## config.mk

```make
export PLATFORM = sky130hd
export DESIGN_NAME = smart_bulb_ctrl
export DESIGN_NICKNAME = d
export VERILOG_FILES = /design/src/rtl/smart_bulb_pkg.sv /design/src/rtl/bulb_pwm.sv /design/src/rtl/smart_bulb_ctrl.sv
export SDC_FILE = /design/constraint.sdc
export NUM_CORES = 1
export LEC_CHECK = 0
export ABC_AREA = 1
export CAP_MARGIN = 5
export CORE_MARGIN = 3
export CORE_UTILIZATION = 40
export CTS_CLUSTER_SIZE = 12
export DETAILED_ROUTE_END_ITERATION = 7
export PLACE_DENSITY = 0.74
export SYNTH_ARGS = -nofsm -noshare
export SYNTH_HDL_FRONTEND = slang
export SYNTH_SLANG_ARGS = --single-unit
```

## constraint.sdc

```tcl
create_clock -name clk -period 2.1 [get_ports clk]
set_input_delay 0.315 -clock clk [delete_from_list [all_inputs] [get_ports clk]]
set_output_delay 0.315 -clock clk [all_outputs]
set_load 0.01 [all_outputs]
```

## src/rtl/smart_bulb_pkg.sv

```systemverilog
// ============================================================================
// Module   : smart_bulb_pkg
// Brief    : Shared types, constants and colour-mask helper for smart_bulb_ctrl.
// Revision : 1.0 - initial release
// ============================================================================
`default_nettype none

package smart_bulb_pkg;

    typedef enum logic [1:0] {
        ST_OFF     = 2'd0,
        ST_RAMP_UP = 2'd1,
        ST_RAMP_DN = 2'd2,
        ST_STEADY  = 2'd3
    } state_t;

    typedef enum logic [1:0] {
        WHITE = 2'd0,
        RED   = 2'd1,
        BLUE  = 2'd2,
        GREEN = 2'd3
    } color_t;

    typedef struct packed {
        logic       on_off;
        logic [3:0] brightness;
        color_t     color;
    } cmd_t;

    localparam logic [3:0] LVL_MAX = 4'd15;

    // Returned as {r, g, b}
    function automatic logic [2:0] color_mask(input color_t c);
        logic [2:0] m;
        case (c)
            WHITE:   m = 3'b111;
            RED:     m = 3'b100;
            BLUE:    m = 3'b001;
            GREEN:   m = 3'b010;
            default: m = 3'b000;
        endcase
        return m;
    endfunction

endpackage

`default_nettype wire

```

## src/rtl/bulb_pwm.sv

```systemverilog
// ============================================================================
// Module   : bulb_pwm
// Brief    : 16-step PWM generator with per-colour channel masking.
// Revision : 1.0 - initial release
// ============================================================================
`default_nettype none

module bulb_pwm
    import smart_bulb_pkg::*;
(
    input  logic       clk,
    input  logic       rst,
    input  logic [3:0] level,
    input  color_t     color,
    output logic       pwm_r,
    output logic       pwm_g,
    output logic       pwm_b
);

    logic [3:0] pwm_cnt;
    logic       duty;
    logic [2:0] mask;

    assign duty = (level > pwm_cnt);
    assign mask = color_mask(color);

    always_ff @(posedge clk) begin
        if (rst) begin
            pwm_cnt <= 4'd0;
            pwm_r   <= 1'b0;
            pwm_g   <= 1'b0;
            pwm_b   <= 1'b0;
        end else begin
            pwm_cnt <= pwm_cnt + 4'd1;
            pwm_r   <= duty & mask[2];
            pwm_g   <= duty & mask[1];
            pwm_b   <= duty & mask[0];
        end
    end

endmodule

`default_nettype wire

```

## src/rtl/smart_bulb_ctrl.sv

```systemverilog
// ============================================================================
// Module   : smart_bulb_ctrl
// Brief    : Bulb-end controller: input capture, brightness ramp FSM, PWM out.
//            Fade ramping is built only when SMART_BULB_FADE_EN is defined.
// Revision : 1.0 - initial release
// ============================================================================
`default_nettype none

module smart_bulb_ctrl
    import smart_bulb_pkg::*;
#(
    parameter int FADE_DIV = 4,
    parameter int CNT_W    = 8
) (
    input  logic             clk,
    input  logic             rst,
    input  logic             on_off,
    input  logic [3:0]       brightness,
    input  logic [1:0]       color,
    output logic             pwm_r,
    output logic             pwm_g,
    output logic             pwm_b,
    output logic [3:0]       level,
    output logic             busy,
    output logic [CNT_W-1:0] cmd_cnt
);

    if (FADE_DIV < 1 || FADE_DIV > 255) begin : g_fade_div_range
        $error("smart_bulb_ctrl: FADE_DIV must be within 1..255");
    end

    cmd_t       cmd_now;
    cmd_t       in_q;
    logic       armed;
    logic [3:0] target;
    state_t     state;

    assign cmd_now = cmd_t'({on_off, brightness, color});
    assign target  = in_q.on_off ? in_q.brightness : 4'd0;

    // armed suppresses counting on the first capture after reset release
    always_ff @(posedge clk) begin
        if (rst) begin
            in_q    <= '0;
            armed   <= 1'b0;
            cmd_cnt <= '0;
        end else begin
            in_q  <= cmd_now;
            armed <= 1'b1;
            if (armed && (cmd_now != in_q)) begin
                cmd_cnt <= cmd_cnt + CNT_W'(1);
            end
        end
    end

`ifdef SMART_BULB_FADE_EN
    localparam logic [7:0] DIV_LAST = 8'(FADE_DIV - 1);

    logic [7:0] div_cnt;
    logic [7:0] div_n;
    logic [3:0] level_n;
    state_t     state_n;

    always_comb begin
        state_n = state;
        level_n = level;
        div_n   = div_cnt;
        case (state)
            ST_OFF: begin
                if (target != 4'd0) begin
                    state_n = ST_RAMP_UP;
                    div_n   = 8'd0;
                end
            end
            ST_STEADY: begin
                if (target > level) begin
                    state_n = ST_RAMP_UP;
                    div_n   = 8'd0;
                end else if (target < level) begin
                    state_n = ST_RAMP_DN;
                    div_n   = 8'd0;
                end
            end
            ST_RAMP_UP: begin
                if (target == level) begin
                    state_n = (target != 4'd0) ? ST_STEADY : ST_OFF;
                end else if (target < level) begin
                    state_n = ST_RAMP_DN;
                    div_n   = 8'd0;
                end else if (div_cnt == DIV_LAST) begin
                    level_n = (level == LVL_MAX) ? level : level + 4'd1;
                    div_n   = 8'd0;
                end else begin
                    div_n   = div_cnt + 8'd1;
                end
            end
            ST_RAMP_DN: begin
                if (target == level) begin
                    state_n = (target != 4'd0) ? ST_STEADY : ST_OFF;
                end else if (target > level) begin
                    state_n = ST_RAMP_UP;
                    div_n   = 8'd0;
                end else if (div_cnt == DIV_LAST) begin
                    level_n = (level == 4'd0) ? level : level - 4'd1;
                    div_n   = 8'd0;
                end else begin
                    div_n   = div_cnt + 8'd1;
                end
            end
            default: begin
                state_n = ST_OFF;
                level_n = 4'd0;
                div_n   = 8'd0;
            end
        endcase
    end

    always_ff @(posedge clk) begin
        if (rst) begin
            state   <= ST_OFF;
            level   <= 4'd0;
            div_cnt <= 8'd0;
            busy    <= 1'b0;
        end else begin
            state   <= state_n;
            level   <= level_n;
            div_cnt <= div_n;
            busy    <= (state_n == ST_RAMP_UP) || (state_n == ST_RAMP_DN);
        end
    end
`else
    always_ff @(posedge clk) begin
        if (rst) begin
            state <= ST_OFF;
            level <= 4'd0;
        end else begin
            state <= (target != 4'd0) ? ST_STEADY : ST_OFF;
            level <= target;
        end
    end

    // Ramp states are never entered in this build, so this is constant 0
    assign busy = (state == ST_RAMP_UP) || (state == ST_RAMP_DN);
`endif

    bulb_pwm u_pwm (
        .clk   (clk),
        .rst   (rst),
        .level (level),
        .color (in_q.color),
        .pwm_r (pwm_r),
        .pwm_g (pwm_g),
        .pwm_b (pwm_b)
    );

endmodule

`default_nettype wire
```

==> summary.txt, run 1 <==
Largest net degree at the start of global routing: 15
YS warnings: 0
Port Buf Inserts: 23
Tmin final: 1.69 ns
First-pass GRT wire length: 4.20 mm
Max-slew violation count: 0
Vias in the first global route: 1020
Critical path launch point: cmd_cnt[2]
CP max stage cell: clkdlybuf4s50_1
Crit Reg-Reg Startpoint: in_q[0]
Max_cap viols: 0
Ranking of synthesized cells by area: dfxtp_1 43%, nor2_1 11%, nand2_1 9.2%
Post-CTS Setup Bufs: 0
CTS tree: built
Number of DRC markers after the initial detailed-route iteration: 21
Die ar.: 3870 um2
Detailed-route via count: 1077
Top cell family by delay on the critical path: buffers and inverters
Reg2reg end: cmd_cnt[4]
Pre-Repair DR Iteration Count: 4
Total Power: 0.000908 W
Mapped Cells: 169
Cells after DPL: 231
CP peak stage delay: 0.58 ns
Most frequent cells in the layout: 37 x nor2_1, 31 x nand2_1, 27 x dfxtp_1, 24 x inv_1, 23 x clkdlybuf4s50_1
Die Wd: 62.2 um
Post-Route WL: 2.33 mm
Final Non-Filler Cells: 235
Grt ovf: 0
Hold WS: 0.473 ns
Setup_tns: 0 ns
PwrDens: 588 nW/um2
DR WL/cell: 9.92 um
Placed Area: 1520 um2
Required time worst endpoint: 1.78 ns
R2r setup slk: 0.73 ns
Post-cts resize count: 0
P_leak: 0.693 nW
HPWL after DPL: 1.88 mm
Hold Startpoint: in_q[5]
Worst Hold Class: flip-flop to flip-flop
Worst-path clk slew: 0.14 ns
Critical Path Sink: cmd_cnt[2]
Htree depth: 1
Fillers: 285
Routability cong.: 0.795
Fin area: 1550 um2
Vias per inst: 4.58
Cts bufs inserted: 3
Clk_lat worst skew: 0.32 ns
Initial antenna violation count: 0
Area Overhead vs Synth: 22.2%
CP Max Fanout: 6
Largest area contributor in the netlist: dfxtp_1
Core region area: 2880 um2
Final period util: 80.4%
Worst Path Arrival: 1.37 ns
CTS sink count: 27
I/O pins: 25
Clk Tree Root Cell: clkbuf_4
Bufs on Longest Clock Path: 2
Maximum vdd ir drop: 0.393 mV
Post-synthesis register bit count: 27
Sequence of cells on the critical path: clkdlybuf4s50_1
Kind of end point of the critical path: output pin
Netlist cell types: 20
Site Rows: 19
Worst clock skew: 0.00740 ns
R2R cell count: 7
DRC errors left: 0
Avg Cell Area, Syn: 7.48 um2
Die Height: 62.2 um
Most common cell after layout, fill and taps aside: nor2_1
Nets: 212
Share of cells above drive strength 1: 7.77%
Post-Syn Nets: 187
F_max: 593 MHz
Post-Syn Area: 1260 um2
ANT cells: 0
Hold Fails Final Rpt: 0
Top-area cell type share of the netlist area: 42.7%
Worst Path Buf+Inv: 1
RSZ-0062 raised after global routing: false
Initial core utilization: 44.0%
Seq/Total Area, Yosys: 42.7%
Startpoint Class: flip-flop
CP Depth: 1
Remaining antenna violation count after routing: 0
Status: finished, final reports clean
GRT Util Overall: 13.1%
Hold buffers post-CTS: 0
Finish-stage setup viols: 0
Kind of critical path: flip-flop to output pin
power by group:
group          internal, W  total [W]  switching (W)  leakage [nW]
registers         0.000536   0.000553      0.0000177         0.222
logic            0.0000655   0.000134      0.0000685         0.457
clock network    0.0000743   0.000221       0.000147        0.0150
total             0.000676   0.000908       0.000233         0.693
routing by layer:
layer	track usage (%)	vias to the layer above	share of wire, %
met1	14.9	491	45
met3	2.34	4	3.4
li1	-	564	-
met4	5.80	0	1.8
met2	23.7	18	50
met5	0	-	0
worst min-delay path by stage:
stage / end / slack (ns) / cells past startpoint
floorplan: in_q[5] / 0.42 / 2
global placement: u_pwm.pwm_cnt[0] / 0.45 / 1
detailed placement: level[0] / 0.45 / 2
CTS: level[0] / 0.47 / 2
global route: level[3] / 0.50 / 2
finish: level[3] / 0.47 / 2
tightest hold or removal path: cells and delay by family, from the launching register on:
family / cells / cell delay (ns)
DFF: 1 / 0.34
buffers and inverters: 1 / 0.07
and+or+nand+nor: 1 / 0.04
registers in the layout, summed over array words and instances (netlist names):
register and cells:
armed 1, cmd_cnt 8, in_q 7, level 4, u_pwm.pwm_b 1, u_pwm.pwm_cnt 4, u_pwm.pwm_g 1, u_pwm.pwm_r 1
final cells by class:
| class | instances | area (um2) | share of cell area (%) |
|---|---|---|---|
| Tap cell | 42 | 52.6 | 3.40 |
| Clock buffer | 4 | 26.3 | 1.70 |
| Multi-Input combinational cell | 112 | 591 | 38.2 |
| Sequential cell | 27 | 541 | 35.0 |
| Timing Repair Buffer | 24 | 238 | 15.4 |
| Inverter | 26 | 97.6 | 6.32 |
logic make-up after synthesis:
kind of cell | Yosys count | share of synthesized area [%]
fa+ha+maj | 9 | 8.90
compound gates | 11 | 4.35
buf+inv | 30 | 10.6
xor+xnor | 3 | 2.08
flops | 27 | 42.7
simple gates | 88 | 31.1
other cells | 1 | 0.296
cells in the mapped netlist:
master	number
a21oi_1	8
and3_1	1
buf_4	1
buf_6	1
clkbuf_1	1
clkbuf_8	1
conb_1	1
dfxtp_1	27
ha_1	9
inv_1	24
inv_2	2
nand2_1	31
nand3_1	8
nand3_2	6
nand4_1	2
nor2_1	37
nor2_2	3
o21ai_0	3
xnor2_1	2
xor2_1	1
per-stage QoR:
stage / setup WS [ns] / util [%]
finish: 0.412 / 53.7
global route: 0.339 / 53.7
CTS: 0.400 / 53.7
detailed placement: 0.313 / 52.8
global placement: 0.357 / 52.8
floorplan: 0.954 / -
(Power assumes the default switching activity.)
==> inputs of run 2 (changes only) <==
==> constraint.sdc (replaced) <==
create_clock -name clk -period 1.7 [get_ports clk]
set_input_delay 0.255 -clock clk [delete_from_list [all_inputs] [get_ports clk]]
set_output_delay 0.255 -clock clk [all_outputs]
set_load 0.01 [all_outputs]
==> run 2 against run 1 <==
Compared with the run above: setup slack got worse by 0.35 ns; clock power increased by 24%; register-to-register slack got worse by 0.41 ns; via count decreased by 2.1%; clock skew increased by 0.0030 ns; core utilization about the same; count of clock-buffer cells in the layout decreased by 1; final area about the same; total power increased by 24%; die area unchanged.
==> summary.txt, run 2 (same netlist as run 1, synthesis figures left out) <==
Top Registers: cmd_cnt: 8 flops, in_q: 7 flops
Initial core utilization: 44.0% (unchanged)
PwrDens: 726 nW/um2 (+24%)
Initial antenna violation count: 0 (unchanged)
Die ar.: 3870 um2 (unchanged)
ANT cells: 0 (unchanged)
Die Wd: 62.2 um (unchanged)
Fin area: 1550 um2 (about the same)
Cells after DPL: 231 (unchanged)
Worst Path Arrival: 1.38 ns (about the same)
RSZ-0062 raised after global routing: false
Core region area: 2880 um2 (unchanged)
CP max stage cell: clkdlybuf4s50_1
First-pass GRT wire length: 4.08 mm (-3.0%)
Maximum vdd ir drop: 0.362 mV (-7.7%)
Top cell family by delay on the critical path: buffers and inverters
Nets: 212 (unchanged)
Site Rows: 19 (unchanged)
Largest Register: cmd_cnt
Tmin final: 1.64 ns
Share of cells above drive strength 1: 8.29% (+0.52 points)
Fillers: 276 (-3.2%)
Die Height: 62.2 um (unchanged)
Worst Path Buf+Inv: 1 (unchanged)
Kind of critical path: flip-flop to output pin
Remaining antenna violation count after routing: 0 (unchanged)
DR WL/cell: 9.54 um (-3.8%)
Sequence of cells on the critical path: clkdlybuf4s50_1
Area Overhead vs Synth: 22.3% (about the same)
Crit Reg-Reg Startpoint: in_q[0]
Max FFs per register: 8 (unchanged)
Largest net degree at the start of global routing: 16 (+1)
Most common cell after layout, fill and taps aside: nor2_1
CTS tree: built
Status: finished, final reports clean
Pre-Repair DR Iteration Count: 4 (unchanged)
I/O pins: 25 (unchanged)
Post-Route WL: 2.24 mm (-3.8%)
Hold Startpoint: in_q[3]
CTS sink count: 27 (unchanged)
Worst-path clk slew: 0.14 ns (about the same)
Worst clock skew: 0.0104 ns (+0.00298 ns)
Critical path launch point: cmd_cnt[2]
Post-CTS Setup Bufs: 0 (unchanged)
Max_cap viols: 0 (unchanged)
Grt ovf: 0 (unchanged)
Total Power: 0.00112 W (+24%)
Port Buf Inserts: 23 (unchanged)
Bufs on Longest Clock Path: 2 (unchanged)
Met1 WL: 1.07 mm (+1.7%)
Hold buffers post-CTS: 0 (unchanged)
Placed Area: 1520 um2 (unchanged)
Worst Hold Class: flip-flop to flip-flop
Vias per inst: 4.49 (-2.1%)
Number of DRC markers after the initial detailed-route iteration: 38 (+81%)
Startpoint Class: flip-flop
DRC errors left: 0 (unchanged)
HPWL after DPL: 1.80 mm (-4.7%)
Post-cts resize count: 0 (unchanged)
Final period util: 96.3%
Hold Fails Final Rpt: 0 (unchanged)
Final Non-Filler Cells: 235 (unchanged)
CP peak stage delay: 0.58 ns (about the same)
Clk Tree Root Cell: clkbuf_4
P_leak: 0.696 nW (+0.39%)
Cts bufs inserted: 3 (unchanged)
F_max: 611 MHz
Wire length on met2: 1.06 mm (-8.7%)
Max-slew violation count: 0 (unchanged)
Kind of end point of the critical path: output pin
Vias in the first global route: 956 (-6.3%)
Met3 WL: 62 um (-23%)
Finish-stage setup viols: 0 (unchanged)
CP Max Fanout: 6 (unchanged)
Clk_lat worst skew: 0.33 ns (about the same)
Routability cong.: 0.796 (about the same)
Top Layer Used: met4
Required time worst endpoint: 1.44 ns (-0.34 ns)
GRT Util Overall: 12.6% (-0.45 points)
Htree depth: 1 (unchanged)
Detailed-route via count: 1054 (-2.1%)
Most frequent cells in the layout: 37 x nor2_1, 31 x nand2_1, 27 x dfxtp_1, 24 x inv_1, 23 x clkdlybuf4s50_1
run 2: path summary, 6_finish.rpt:
check	to	slack, ns	depth (start not counted)
worst min register to register	level[1]	0.46	2
worst min-delay path	level[1]	0.46	2
worst max-delay path	cmd_cnt[2]	0.06	1
worst max register to register	cmd_cnt[1]	0.32	8
run 2: layout make-up:
class	instances	area [um2]	area share, %
clock buffer	3	22.5	1.46
clock inverter	1	5.00	0.324
inverter	26	97.6	6.31
multi-input combinational	112	591	38.2
sequential	27	541	35.0
tap	42	52.6	3.40
timing repair buffer	24	238	15.4
run 2: per-stage QoR:
| step | setup TNS, ns | util, % | hold WS (ns) | setup slack [ns] |
|---|---|---|---|---|
| 2_1_floorplan | 0 | - | 0.362 | 0.554 |
| 5_1_grt | 0 | 53.8 | 0.485 | 0.0128 |
| 4_1_cts | 0 | 53.8 | 0.466 | 0.0651 |
| 3_5_place_dp | -0.106 | 52.8 | 0.444 | -0.0209 |
| 6_report | 0 | 53.8 | 0.463 | 0.0624 |
| 3_3_place_gp | 0 | 52.8 | 0.446 | 0.0164 |
run 2: layer usage:
metal / vias to the layer above / GRT usage, %
met5: - / 0
met4: 0 / 6.91
met3: 5 / 1.62
met2: 15 / 20.8
met1: 467 / 15.9
li1: 567 / -
run 2: where the power goes:
| group | switching [W] | total (W) | internal (W) |
|---|---|---|---|
| Sequential | 0.0000217 | 0.000684 | 0.000662 |
| Combinational | 0.0000838 | 0.000165 | 0.0000809 |
| Clock | 0.000186 | 0.000275 | 0.0000884 |
